**src/rtl/neander_x_datapath.sv**
```systemverilog
// NEANDER-X register/ALU datapath: PC, REM, RDM, RI, AC, N/Z flags, memory and I/O port drive.
// Latency: every register updates one clk after its strobe; mem_addr/mem_wdata/mem_we are combinational.
// Backpressure: none; the control unit sequences all strobes. Optional NEANDER_X_CARRY_EN adds flagC.
module neander_x_datapath #(
  parameter int DATA_W = 8
) (
  input  logic              clk,
  input  logic              reset,
  input  logic              mem_read,
  input  logic              mem_write,
  input  logic              pc_inc,
  input  logic              pc_load,
  input  logic              ac_load,
  input  logic              ri_load,
  input  logic              rem_load,
  input  logic              rdm_load,
  input  logic              nz_load,
  input  logic              addr_sel_pc,
  input  logic [1:0]        alu_op,
  input  logic              io_write,
  input  logic [DATA_W-1:0] mem_rdata,
  input  logic [DATA_W-1:0] io_in,
  output logic [DATA_W-1:0] mem_addr,
  output logic [DATA_W-1:0] mem_wdata,
  output logic              mem_we,
  output logic [3:0]        opcode,
  output logic              flagN,
  output logic              flagZ,
`ifdef NEANDER_X_CARRY_EN
  output logic              flagC,
`endif
  output logic [DATA_W-1:0] io_out,
  output logic [DATA_W-1:0] io_port,
  output logic              io_strobe
);

  localparam logic [3:0] OP_LDA = 4'h2;
  localparam logic [3:0] OP_IN  = 4'hC;
  localparam logic [3:0] OP_LDI = 4'hE;

  localparam logic [1:0] ALU_ADD = 2'b00;
  localparam logic [1:0] ALU_AND = 2'b01;
  localparam logic [1:0] ALU_OR  = 2'b10;

  logic [DATA_W-1:0] pc;
  logic [DATA_W-1:0] rem;
  logic [DATA_W-1:0] rdm;
  logic [DATA_W-1:0] ri;
  logic [DATA_W-1:0] ac;
  logic [DATA_W-1:0] alu_res;
  logic [DATA_W-1:0] ac_src;
  logic [DATA_W-1:0] ac_next;
  logic              src_mem;
  logic              src_in;
`ifdef NEANDER_X_CARRY_EN
  logic              alu_carry;
`endif

  // mem_read is informational only and RI's low bits carry the operand nibble, unused here
  logic unused_ok;
  assign unused_ok = ^{mem_read, ri[DATA_W-5:0]};

  assign opcode    = ri[DATA_W-1 -: 4];
  assign mem_addr  = rem;
  assign mem_wdata = ac;
  assign mem_we    = mem_write;

  assign src_mem = (opcode == OP_LDA) || (opcode == OP_LDI);
  assign src_in  = (opcode == OP_IN);

  // ALU: A is always AC, B is always the memory read data; NOT ignores B
  always_comb begin
    alu_res = '0;
`ifdef NEANDER_X_CARRY_EN
    alu_carry = 1'b0;
`endif
    case (alu_op)
`ifdef NEANDER_X_CARRY_EN
      ALU_ADD: {alu_carry, alu_res} = {1'b0, ac} + {1'b0, mem_rdata};
`else
      ALU_ADD: alu_res = ac + mem_rdata;
`endif
      ALU_AND: alu_res = ac & mem_rdata;
      ALU_OR:  alu_res = ac | mem_rdata;
      default: alu_res = ~ac;
    endcase
  end

  // AC source mux by opcode; ACnext falls back to current AC so N/Z can be refreshed alone
  always_comb begin
    ac_src = alu_res;
    if (src_mem)
      ac_src = mem_rdata;
    else if (src_in)
      ac_src = io_in;
    ac_next = ac_load ? ac_src : ac;
  end

  // PC: load has priority over increment; increment wraps naturally
  always_ff @(posedge clk or posedge reset) begin
    if (reset)
      pc <= '0;
    else if (pc_load)
      pc <= rdm;
    else if (pc_inc)
      pc <= pc + 1'b1;
  end

  // REM, RDM, RI address/instruction path; REM sees PC before this edge's update
  always_ff @(posedge clk or posedge reset) begin
    if (reset) begin
      rem <= '0;
      rdm <= '0;
      ri  <= '0;
    end else begin
      if (rem_load)
        rem <= addr_sel_pc ? pc : rdm;
      if (rdm_load)
        rdm <= mem_rdata;
      if (ri_load)
        ri <= rdm;
    end
  end

  // Accumulator and N/Z flags
  always_ff @(posedge clk or posedge reset) begin
    if (reset) begin
      ac    <= '0;
      flagN <= 1'b0;
      flagZ <= 1'b1;
    end else begin
      if (ac_load)
        ac <= ac_next;
      if (nz_load) begin
        flagN <= ac_next[DATA_W-1];
        flagZ <= (ac_next == '0);
      end
    end
  end

`ifdef NEANDER_X_CARRY_EN
  // Carry: set from ADD, cleared by logic ops, held when AC comes from memory or the input port
  always_ff @(posedge clk or posedge reset) begin
    if (reset)
      flagC <= 1'b0;
    else if (nz_load && !src_mem && !src_in)
      flagC <= (alu_op == ALU_ADD) ? alu_carry : 1'b0;
  end
`endif

  // Output port: data and port number latched together, strobe trails io_write by one cycle
  always_ff @(posedge clk or posedge reset) begin
    if (reset) begin
      io_out    <= '0;
      io_port   <= '0;
      io_strobe <= 1'b0;
    end else begin
      io_strobe <= io_write;
      if (io_write) begin
        io_out  <= ac;
        io_port <= rdm;
      end
    end
  end

endmodule

```
**config.mk**
```make
export PLATFORM = sky130hd
export DESIGN_NAME = neander_x_datapath
export DESIGN_NICKNAME = d
export VERILOG_FILES = /design/src/rtl/neander_x_datapath.sv
export SDC_FILE = /design/constraint.sdc
export NUM_CORES = 1
export LEC_CHECK = 0
export BUFFER_PORTS_ARGS = -buffer_cell sky130_fd_sc_hd__buf_2
export CAP_MARGIN = 0
export CORE_ASPECT_RATIO = 0.6
export CORE_MARGIN = 5
export CORE_UTILIZATION = 59
export DETAILED_ROUTE_END_ITERATION = 8
export GPL_TIMING_DRIVEN = 0
export PLACE_DENSITY = 0.87
export SLEW_MARGIN = 20
export SYNTH_ARGS = -nofsm -noshare
export SYNTH_HDL_FRONTEND = slang
export SYNTH_SLANG_ARGS = --single-unit
```
**constraint.sdc**
```tcl
create_clock -name clk -period 3.85 [get_ports clk]
set_input_delay 0.1925 -clock clk [delete_from_list [all_inputs] [get_ports clk]]
set_output_delay 0.1925 -clock clk [all_outputs]
set_load 0.01 [all_outputs]
```
==> results of run 1 <==
[layout by cell type (no fill, tap or decap), types with 2 or more instances in the layout]
cell       synthesis  routed
a211o_1            2       2
a211oi_1           2       2
a21o_1             3       3
a21oi_1           17      17
a221oi_1           2       2
a221oi_2           3       3
a22oi_1            2       2
a31oi_1            3       3
and2_1             3       3
and3_1             3       3
buf_2              0      63
buf_4              3       3
buf_6              2       2
bufinv_16          0       2
clkbuf_1           8       9
clkbuf_8           0       5
dfrtp_1           54      54
ha_1              17      17
inv_1             25      24
mux2_2            30      30
mux2i_1           13      13
mux4_2             3       3
nand2_1           16      16
nand3_1            5       5
nand4_1            3       3
nor2_1            21      21
nor3_1             2       2
nor3b_1            4       4
o21ai_0           13      13
o221ai_1           3       3
o22ai_1            3       3
xnor2_1            2       2
xor2_1             6       6
[how the worst max path moves through the flow]
| stage | depth (start not counted) | to | start | slack, ps |
|---|---|---|---|---|
| floorplan | 8 | flagZ | mem_wdata[0] | 1350 |
| global placement | 8 | flagZ | mem_wdata[0] | 1210 |
| detailed placement | 8 | flagZ | mem_wdata[0] | 1180 |
| CTS | 8 | flagZ | mem_wdata[0] | 1130 |
| global route | 8 | flagZ | mem_wdata[0] | 1030 |
| finish | 8 | flagZ | mem_wdata[0] | 1130 |
[final cells by class]
class | instances | area [µm²]
multi-input cells | 208 | 1728
fillers | 425 | 1669
flip-flops and latches | 55 | 1378
repair buffers | 63 | 315.3
inverters | 27 | 103.9
well taps | 69 | 86.33
plain buffers | 14 | 78.83
clock buffers | 6 | 72.57
clock inverters | 2 | 60.06
[worst register-to-register path: stages, from the launching register on]
cell and delay [ps]:
dfrtp_1 470, ha_1 270, fa_1 450, a21oi_1 170, o22ai_1 110, or4_1 410
a32o_1 250, o21bai_1 230, o32ai_2 270
[metal layers]
metal | part of all wire [%] | track usage (%) | up-vias
met4 | 0.57 | 4.200 | 0
li1 | - | - | 1235
met2 | 44 | 35.25 | 139
met3 | 9.8 | 4.967 | 8
met1 | 46 | 34.37 | 1295
met5 | 0 | 0 | -
[logic make-up (layout without fill, tap and decap cells)]
group | count (synthesis) | in the layout | share of synthesized area [%]
AND/OR/NAND/NOR | 68 | 68 | 10.78
adder cells (fa/ha/maj) | 18 | 18 | 7.083
XOR/XNOR | 10 | 10 | 3.808
multiplexers | 46 | 46 | 16.30
AO/OA/AOI/OAI | 66 | 66 | 14.62
flip-flops | 55 | 55 | 41.93
buffers and inverters | 41 | 112 | 5.483
[flip-flops by register name (all words and copies together) (netlist names)]
signal,flops
flagN,1
flagZ,1
io_out,8
io_port,8
io_strobe,1
mem_addr,8
mem_wdata,8
pc,8
rdm,8
ri,4
[per-stage QoR]
step                setup WS, ps  instances  util, %  instance area [µm²]
global route                1034        444    69.61                 3822
global placement            1212        436    67.15                 3687
finish                      1132        444    69.61                 3822
CTS                         1131        444    69.61                 3822
detailed placement          1183        436    67.19                 3690
floorplan                   1354        304        -                 3286
[power by group through the flow]
stage | clock network, W | logic, W | registers (W)
floorplan | 0 | 0.000413 | 0.000825
global placement | 0 | 0.000644 | 0.000796
detailed placement | 0 | 0.000668 | 0.000806
CTS | 0.000452 | 0.000673 | 0.000796
global route | 0.000477 | 0.000741 | 0.000815
finish | 0.000445 | 0.000675 | 0.000797
==> results.py, run 1 <==
metrics = {
    "run_status": {
        "outcome": "finished, violations left",
        "violations": "hold timing",
    },
    "floorplan": {
        "die-area_um2": 7210,
        "start_util_pct": 59.83,
        "ios": 71,
        "fp.coreArea_um2": 5492,
        "die_w_um": 106.3,
        "fp.dieH_um": 67.81,
        "rows": 21,
    },
    "layout": {
        "fin_nets": 423,
        "syn2layout_area_growth_pct": 16.34,
        "drive_above_1_share_pct": 33.33,
        "diodes": 0,
    },
    "routing": {
        "remaining_drc_errors": 0,
        "drt_iter0_drc": 219,
        "ant_nets": 0,
        "wl_um": 8137,
        "routedWlPerCell_um": 18.33,
        "drtPass1Iterations": 6,
        "vias_per_cell": 6.029,
        "via_count": 2677,
    },
    "worst_setup_path": {
        "reg2reg_depth": 8,
        "r2r_setup_slack_ps": 1130,
        "critPathKind": "reg2reg",
        "required_ps": 4070,
        "worstPathMaxFanout": 6,
        "start_kind": "flop",
        "slowest_delay_ps": 470,
        "critical_path.cell_chain": "ha_1, fa_1, a21oi_1, o22ai_1, or4_1, a32o_1, o21bai_1, o32ai_2",
        "reg2reg_to": "flagZ",
        "worstPathArrival_ps": 2940,
        "cpLargestDelayFamily": "compound AO/OA/AOI/OAI gates",
        "crit_path_end_kind": "flop",
        "path_buf_inv": 0,
        "cp_slowest_cell": "dfrtp_1",
        "r2r_start": "mem_wdata[0]",
    },
    "logic_synthesis": {
        "synth-seq-cells": 55,
        "yosysWarnings": 0,
        "synth_area_leaders": "dfrtp_1, mux2_2, ha_1, mux2i_1, inv_1",
        "yosysTopAreaCell": "dfrtp_1",
        "synth_fp_nets": 353,
        "ys_seq_area_share_pct": 41.93,
        "syn_area_per_cell_um2": 10.81,
        "synth.most_common_cell": "dfrtp_1",
        "synthTopCellsByCount": "dfrtp_1, mux2_2, inv_1, nor2_1",
        "yosysUniqueCellTypes": 61,
        "ys.flop_type": "dfrtp_1",
        "synthDominantCellAreaShare_pct": 41.13,
        "syn-cell-area_um2": 3286,
        "async_flop_share_pct": 100.0,
        "syn_inst": 304,
        "synth_edf_count": 0,
    },
    "sta": {
        "worst_pin_slew_ps": 697.0,
        "fin_worst_skew_ps": 5.164,
        "period_share_pct": 70.60,
        "slew_headroom_pct": 53.54,
        "clock.fmax_mhz": 367.9,
        "setup_tns_ps": 0,
        "holdWs_ps": -8.267,
        "slew_viol_final": 0,
        "finalCriticalPeriod_ps": 2718,
        "setup_viol": 0,
        "rsz0062_at_grt": "no",
        "finalHoldViolations": 27,
    },
    "global_route": {
        "grt_pass1_wl_um": 12960,
        "antenna_found_initial": 0,
        "grtUsageTotal_pct": 23.11,
        "grt_overflow": 0,
        "grt_pass1_vias": 2538,
        "grt_max_degree": 56,
    },
    "clock_tree": {
        "cts_buffer_depth": 2,
        "postCtsHoldBufs": 0,
        "postCtsSetupRepairBufs": 0,
        "post_cts_resized": 0,
        "numCtsBuffers": 5,
        "htreeDepth": 2,
        "cts_tree": "done",
        "clkTransAtPathRegs_ps": 100,
        "cts.sinks": 55,
        "clock_latency_ps": 300,
        "cts_root_buffer": "clkbuf_8",
    },
    "min_path": {
        "hold_path_class": "in2async",
    },
    "pwr": {
        "p_switching_w": 0.0006566,
        "p_int_w": 0.001261,
        "p_sw_share_pct": 34.25,
        "p_comb_share_pct": 35.2,
        "p_per_area_nw_per_um2": 501.6,
        "leakage_nw": 1.787,
        "fin_total_pwr_w": 0.001917,
        "ir_worst_vdd_mv": 0.2897,
        "seq_power_share_pct": 41.6,
        "pwr-share-clk_pct": 23.2,
    },
    "flow_run": {
        "drv_cap": 0,
    },
    "place": {
        "port_buffers": 63,
        "place.gp.congestion": 0.9821,
        "hpwlAfterDp_um": 6171,
    },
}
No activity file was read; power rests on OpenSTA's default activity.
==> run 2: changes to the inputs <==
--- a/config.mk
+++ b/config.mk
@@ -9,10 +9,10 @@
 export CAP_MARGIN = 0
 export CORE_ASPECT_RATIO = 0.6
 export CORE_MARGIN = 5
-export CORE_UTILIZATION = 59
+export CORE_UTILIZATION = 55
 export DETAILED_ROUTE_END_ITERATION = 8
 export GPL_TIMING_DRIVEN = 0
-export PLACE_DENSITY = 0.87
+export PLACE_DENSITY = 0.82
 export SLEW_MARGIN = 20
 export SYNTH_ARGS = -nofsm -noshare
 export SYNTH_HDL_FRONTEND = slang
==> constraint.sdc (replaced) <==
create_clock -name clk -period 2.7 [get_ports clk]
set_input_delay 0.135 -clock clk [delete_from_list [all_inputs] [get_ports clk]]
set_output_delay 0.135 -clock clk [all_outputs]
set_load 0.01 [all_outputs]
==> run 2 against run 1 <==
  * Global-route usage shrank 1.8 points
  * First-iteration DRC count fell by 28%
  * The run now ends clean
  * Register-to-register slack got worse by 1000 ps
==> results.py, run 2 (synthesis results as in run 1) <==
metrics = {
    "clock_tree": {
        "cts_tree": "done",
        "htreeDepth": 2,
        "clock_latency_ps": 310,
        "numCtsBuffers": 5,
        "clkTransAtPathRegs_ps": 90,
        "cts_root_buffer": "clkbuf_8",
        "cts.sinks": 55,
        "cts_buffer_depth": 2,
    },
    "layout": {
        "drive_above_1_share_pct": 35.43,
        "final_area_um2": 3871,
        "diodes": 0,
        "fin_nets": 429,
        "layout_common_cells": "buf_2, dfrtp_1, mux2_2, inv_1, nor2_1",
        "final_common_cell": "buf_2",
        "syn2layout_area_growth_pct": 17.82,
    },
    "pwr": {
        "ir_worst_vdd_mv": 0.4495,
        "fin_total_pwr_w": 0.002631,
        "p_per_area_nw_per_um2": 679.6,
        "leakage_nw": 1.792,
    },
    "worst_setup_path": {
        "r2r_setup_slack_ps": 100,
        "start_kind": "flop",
        "crit_path_end_kind": "flop",
        "worstPathMaxFanout": 3,
        "required_ps": 2920,
        "critPathKind": "reg2reg",
        "worstPathArrival_ps": 2830,
    },
    "routing": {
        "ant_nets": 0,
        "routedWlPerCell_um": 17.36,
        "wl_um": 8001,
        "vias_per_cell": 5.729,
        "drt_iter0_drc": 158,
        "via_count": 2641,
        "drtPass1Iterations": 6,
        "remaining_drc_errors": 0,
    },
    "sta": {
        "slew_headroom_pct": 55.33,
        "period_share_pct": 96.44,
        "finalHoldViolations": 0,
        "holdWs_ps": 25.36,
        "setup_tns_ps": 0,
        "clock.fmax_mhz": 384.0,
        "setup_viol": 0,
        "worst_pin_slew_ps": 670.1,
        "rsz0062_at_grt": "no",
        "slew_viol_final": 0,
        "fin_worst_skew_ps": 10.76,
        "finalCriticalPeriod_ps": 2604,
    },
    "min_path": {
        "hold_path_class": "in2reg",
    },
    "place": {
        "place.gp.congestion": 1.006,
        "dpl_cell_area_um2": 3704,
        "port_buffers": 63,
        "hpwlAfterDp_um": 6162,
    },
    "global_route": {
        "grt_max_degree": 56,
        "grt_pass1_vias": 2609,
        "grt_pass1_wl_um": 12910,
        "grt_overflow": 0,
        "grtUsageTotal_pct": 21.27,
        "antenna_found_initial": 1,
    },
    "floorplan": {
        "fp.coreArea_um2": 5675,
        "ios": 71,
        "fp.dieH_um": 69.87,
        "die-area_um2": 7670,
        "die_w_um": 109.8,
        "rows": 21,
        "start_util_pct": 57.89,
    },
    "flow_run": {
        "drv_cap": 0,
    },
    "run_status": {
        "outcome": "complete, no violations",
    },
}
[run 2: cell types whose count changed in the layout (fill, tap and decap cells not counted), sizes merged]
| cell | delta |
|---|---|
| dlygate4sd3 | +2 |
| buf | +4 |
| clkinvlp | +1 |
| bufinv | -2 |
| clkinv | +1 |
[run 2: layout make-up]
cell class                      instances  area [µm²]
Fill cell                             450        1804
Timing Repair Buffer                   69       365.4
Buffer                                 14       78.83
Multi-Input combinational cell        208        1744
Inverter                               27       103.9
Sequential cell                        55        1380
Clock inverter                          2       16.27
Clock buffer                            6       82.58
Tap cell                               80       100.1
[run 2: stage by stage]
step	utilization [%]	cells	setup slack [ps]
final	68.21	461	96.16
after CTS	67.37	457	3.087
after detailed placement	65.26	447	39.36
after global routing	68.21	461	2.988
after floorplan	-	304	203.7
after global placement	65.21	447	53.87
[run 2: critical path: stages, from the launching register on]
cell and delay [ps]:
dfrtp_2 440, ha_1 240, fa_2 390, a21oi_1 180, o22ai_1 130, or4_1 410, a32o_1 250, o21bai_1 220
o32ai_2 270
[run 2: where the power goes]
group          switching [W]  internal (W)
logic               0.000534      0.000477
registers           0.000147      0.000982
clock network       0.000280      0.000210
[run 2: timing repair]
| item | in CTS | in global routing |
|---|---|---|
| hold buffers | 2 | 0 |
| gates resized for setup | 1 | 5 |
| hold endpoints to repair | 55 | 0 |
| endpoints found under the setup margin | 1 | 1 |
| setup buffers | 0 | 4 |
[run 2: per-layer routing]
metal / vias to the layer above / routed length (µm) / track usage [%]
li1: 1238 / - / -
met4: 2 / 118 / 5.947
met5: - / 13 / 0
met3: 15 / 875 / 7.182
met2: 135 / 3358 / 29.30
met1: 1251 / 3635 / 31.53
[run 2: final timing paths]
kind	from	to	depth (start not counted)
setup / recovery	mem_wdata[0]	flagZ	8
hold / removal	nz_load	flagZ	2
setup reg to reg	mem_wdata[0]	flagZ	8
hold reg to reg	flagZ	flagZ	2
max in group asynchronous	reset	mem_wdata[3]	3
min in group asynchronous	reset	mem_addr[3]	3
==> run 3: changes to the inputs <==
--- a/config.mk
+++ b/config.mk
@@ -7,7 +7,6 @@
 export LEC_CHECK = 0
 export BUFFER_PORTS_ARGS = -buffer_cell sky130_fd_sc_hd__buf_2
 export CAP_MARGIN = 0
-export CORE_ASPECT_RATIO = 0.6
 export CORE_MARGIN = 5
 export CORE_UTILIZATION = 55
 export DETAILED_ROUTE_END_ITERATION = 8
==> run 3 against run 2 <==
  * Register-to-register slack better by 40 ps
  * Power is 1.8% higher
  * Non-clock buffer count stayed put
  * First-iteration DRC count is 10% lower
  * Clock skew is 4.7 ps lower
  * Highest routed layer is now met4
==> results.py, run 3 (synthesis results as in run 1) <==
metrics = {
    "run_status": {
        "outcome": "complete, no violations",
    },
    "routing": {
        "via_count": 2590,
        "drt_iter0_drc": 142,
        "vias_per_cell": 5.680,
        "wl_um": 7615,
        "routedWlPerCell_um": 16.70,
        "remaining_drc_errors": 0,
        "drtPass1Iterations": 4,
        "ant_nets": 0,
    },
    "flow_run": {
        "drv_cap": 0,
    },
    "worst_setup_path": {
        "crit_path_end_kind": "flop",
        "start_kind": "flop",
        "r2r_setup_slack_ps": 130,
        "reg2reg_to": "flagZ",
        "worstPathMaxFanout": 4,
        "critPathKind": "reg2reg",
        "required_ps": 2930,
        "r2r_start": "mem_wdata[0]",
        "startpoint": "mem_wdata[0]",
        "reg2reg_depth": 8,
        "worstPathArrival_ps": 2800,
        "crit_path_end": "flagZ",
    },
    "global_route": {
        "antenna_found_initial": 0,
        "grt_overflow": 0,
        "grt_max_degree": 56,
        "grtUsageTotal_pct": 21.51,
        "grt_pass1_wl_um": 12780,
        "grt_pass1_vias": 2723,
    },
    "sta": {
        "setup_viol": 0,
        "slew_headroom_pct": 55.14,
        "rsz0062_at_grt": "no",
        "setup_tns_ps": 0,
        "holdWs_ps": 83.27,
        "slew_viol_final": 0,
        "finalCriticalPeriod_ps": 2568,
        "clock.fmax_mhz": 389.4,
        "period_share_pct": 95.11,
        "worst_pin_slew_ps": 673.0,
        "fin_worst_skew_ps": 6.033,
        "finalHoldViolations": 0,
    },
    "floorplan": {
        "rows": 28,
        "die_w_um": 87.29,
        "fp.dieH_um": 87.29,
        "ios": 71,
        "die-area_um2": 7620,
        "fp.coreArea_um2": 5851,
        "start_util_pct": 56.16,
    },
    "clock_tree": {
        "numCtsBuffers": 5,
        "clock_latency_ps": 310,
        "cts_buffer_depth": 2,
        "cts.sinks": 55,
        "cts_root_buffer": "clkbuf_8",
        "htreeDepth": 2,
        "clkTransAtPathRegs_ps": 100,
        "cts_tree": "done",
    },
    "pwr": {
        "p_sw_share_pct": 34.44,
        "seq_power_share_pct": 41.8,
        "p_comb_share_pct": 36.3,
        "p_switching_w": 0.0009223,
        "pwr-share-clk_pct": 21.8,
        "p_int_w": 0.001755,
        "leakage_nw": 1.810,
        "p_per_area_nw_per_um2": 690.4,
        "ir_worst_vdd_mv": 0.3270,
    },
    "place": {
        "place.gp.congestion": 0.9818,
        "port_buffers": 63,
        "hpwlAfterDp_um": 5752,
        "dpl_cell_area_um2": 3697,
    },
    "layout": {
        "fillers": 475,
        "drive_above_1_share_pct": 34.65,
        "fin_util_pct": 66.30,
        "final_area_um2": 3879,
        "multiInputGateArea_um2": 1734,
        "syn2layout_area_growth_pct": 18.05,
        "diodes": 0,
        "seq_area_um2": 1379,
        "final_common_cell": "buf_2",
        "layout_common_cells": "buf_2, dfrtp_1, mux2_2, inv_1, nor2_1",
        "fin_nets": 429,
    },
    "min_path": {
        "hold_path_class": "in2reg",
        "min_path_cells": 2,
    },
}
## run 3: changes by cell type in the layout (fill, tap and decap cells not counted), sizes merged
cell,previous run,this run
buf,73,72
dlygate4sd3,2,3
inv,26,27
bufinv,0,1
clkinvlp,1,0
clkinv,2,1
## run 3: worst min-delay path by stage
| stage | end | slack, ps | start |
|---|---|---|---|
| after global placement | io_strobe | 260 | io_write |
| after floorplan | io_strobe | 170 | io_write |
| after detailed placement | io_strobe | 260 | io_write |
| final | rdm[3] | 80 | mem_rdata[3] |
| after CTS | flagZ | 3 | nz_load |
| after global routing | rdm[3] | 80 | mem_rdata[3] |
## run 3: cell type report
cell class	count	share of cell area, %
clock inverter	2	1.000
timing repair buffer	69	9.484
tap	75	2.419
multi-input combinational	208	44.71
buffer	14	2.032
clock buffer	6	2.129
sequential	55	35.55
inverter	27	2.677
## run 3: per-stage QoR
step	setup WS, ps	power [W]	std cells
finish	131.9	0.002678	456
global route	18.57	0.002866	456
CTS	31.79	0.002668	452
detailed placement	22.27	0.002080	442
global placement	66.13	0.002049	442
floorplan	203.7	0.001767	304
## run 3: repair_timing
action | in CTS | in global routing
gates resized for setup | 2 | 1
setup buffers | 0 | 3
hold buffers | 2 | 1
setup endpoints to repair | 1 | 1
hold endpoints to repair | 55 | 1
## run 3: per-layer routing
layer  share of wire [%]  GRT usage (%)  vias up  wire (µm)
met3                 6.7          4.447       11        509
met5                   0              0        -          0
met2                  48          35.75       83       3634
li1                    -              -     1243          -
met1                  44          28.30     1253       3369
met4                 1.3          6.276        0        101
## run 3: worst max-delay path: stages (launching register included)
cell and delay [ps]:
dfrtp_2 450, ha_1 240, fa_2 380, xnor2_1 160, mux4_2 240, or2_0 130, a221oi_2 90, or4b_4 550
o32ai_2 270
## run 3: power groups by stage
stage                     logic (W)  clock network [W]  registers [W]
final                      0.000973           0.000584        0.00112
after global routing        0.00108           0.000628        0.00115
after CTS                  0.000950           0.000593        0.00113
after detailed placement   0.000941                  0        0.00114
after global placement     0.000918                  0        0.00113
after floorplan            0.000590                  0        0.00118
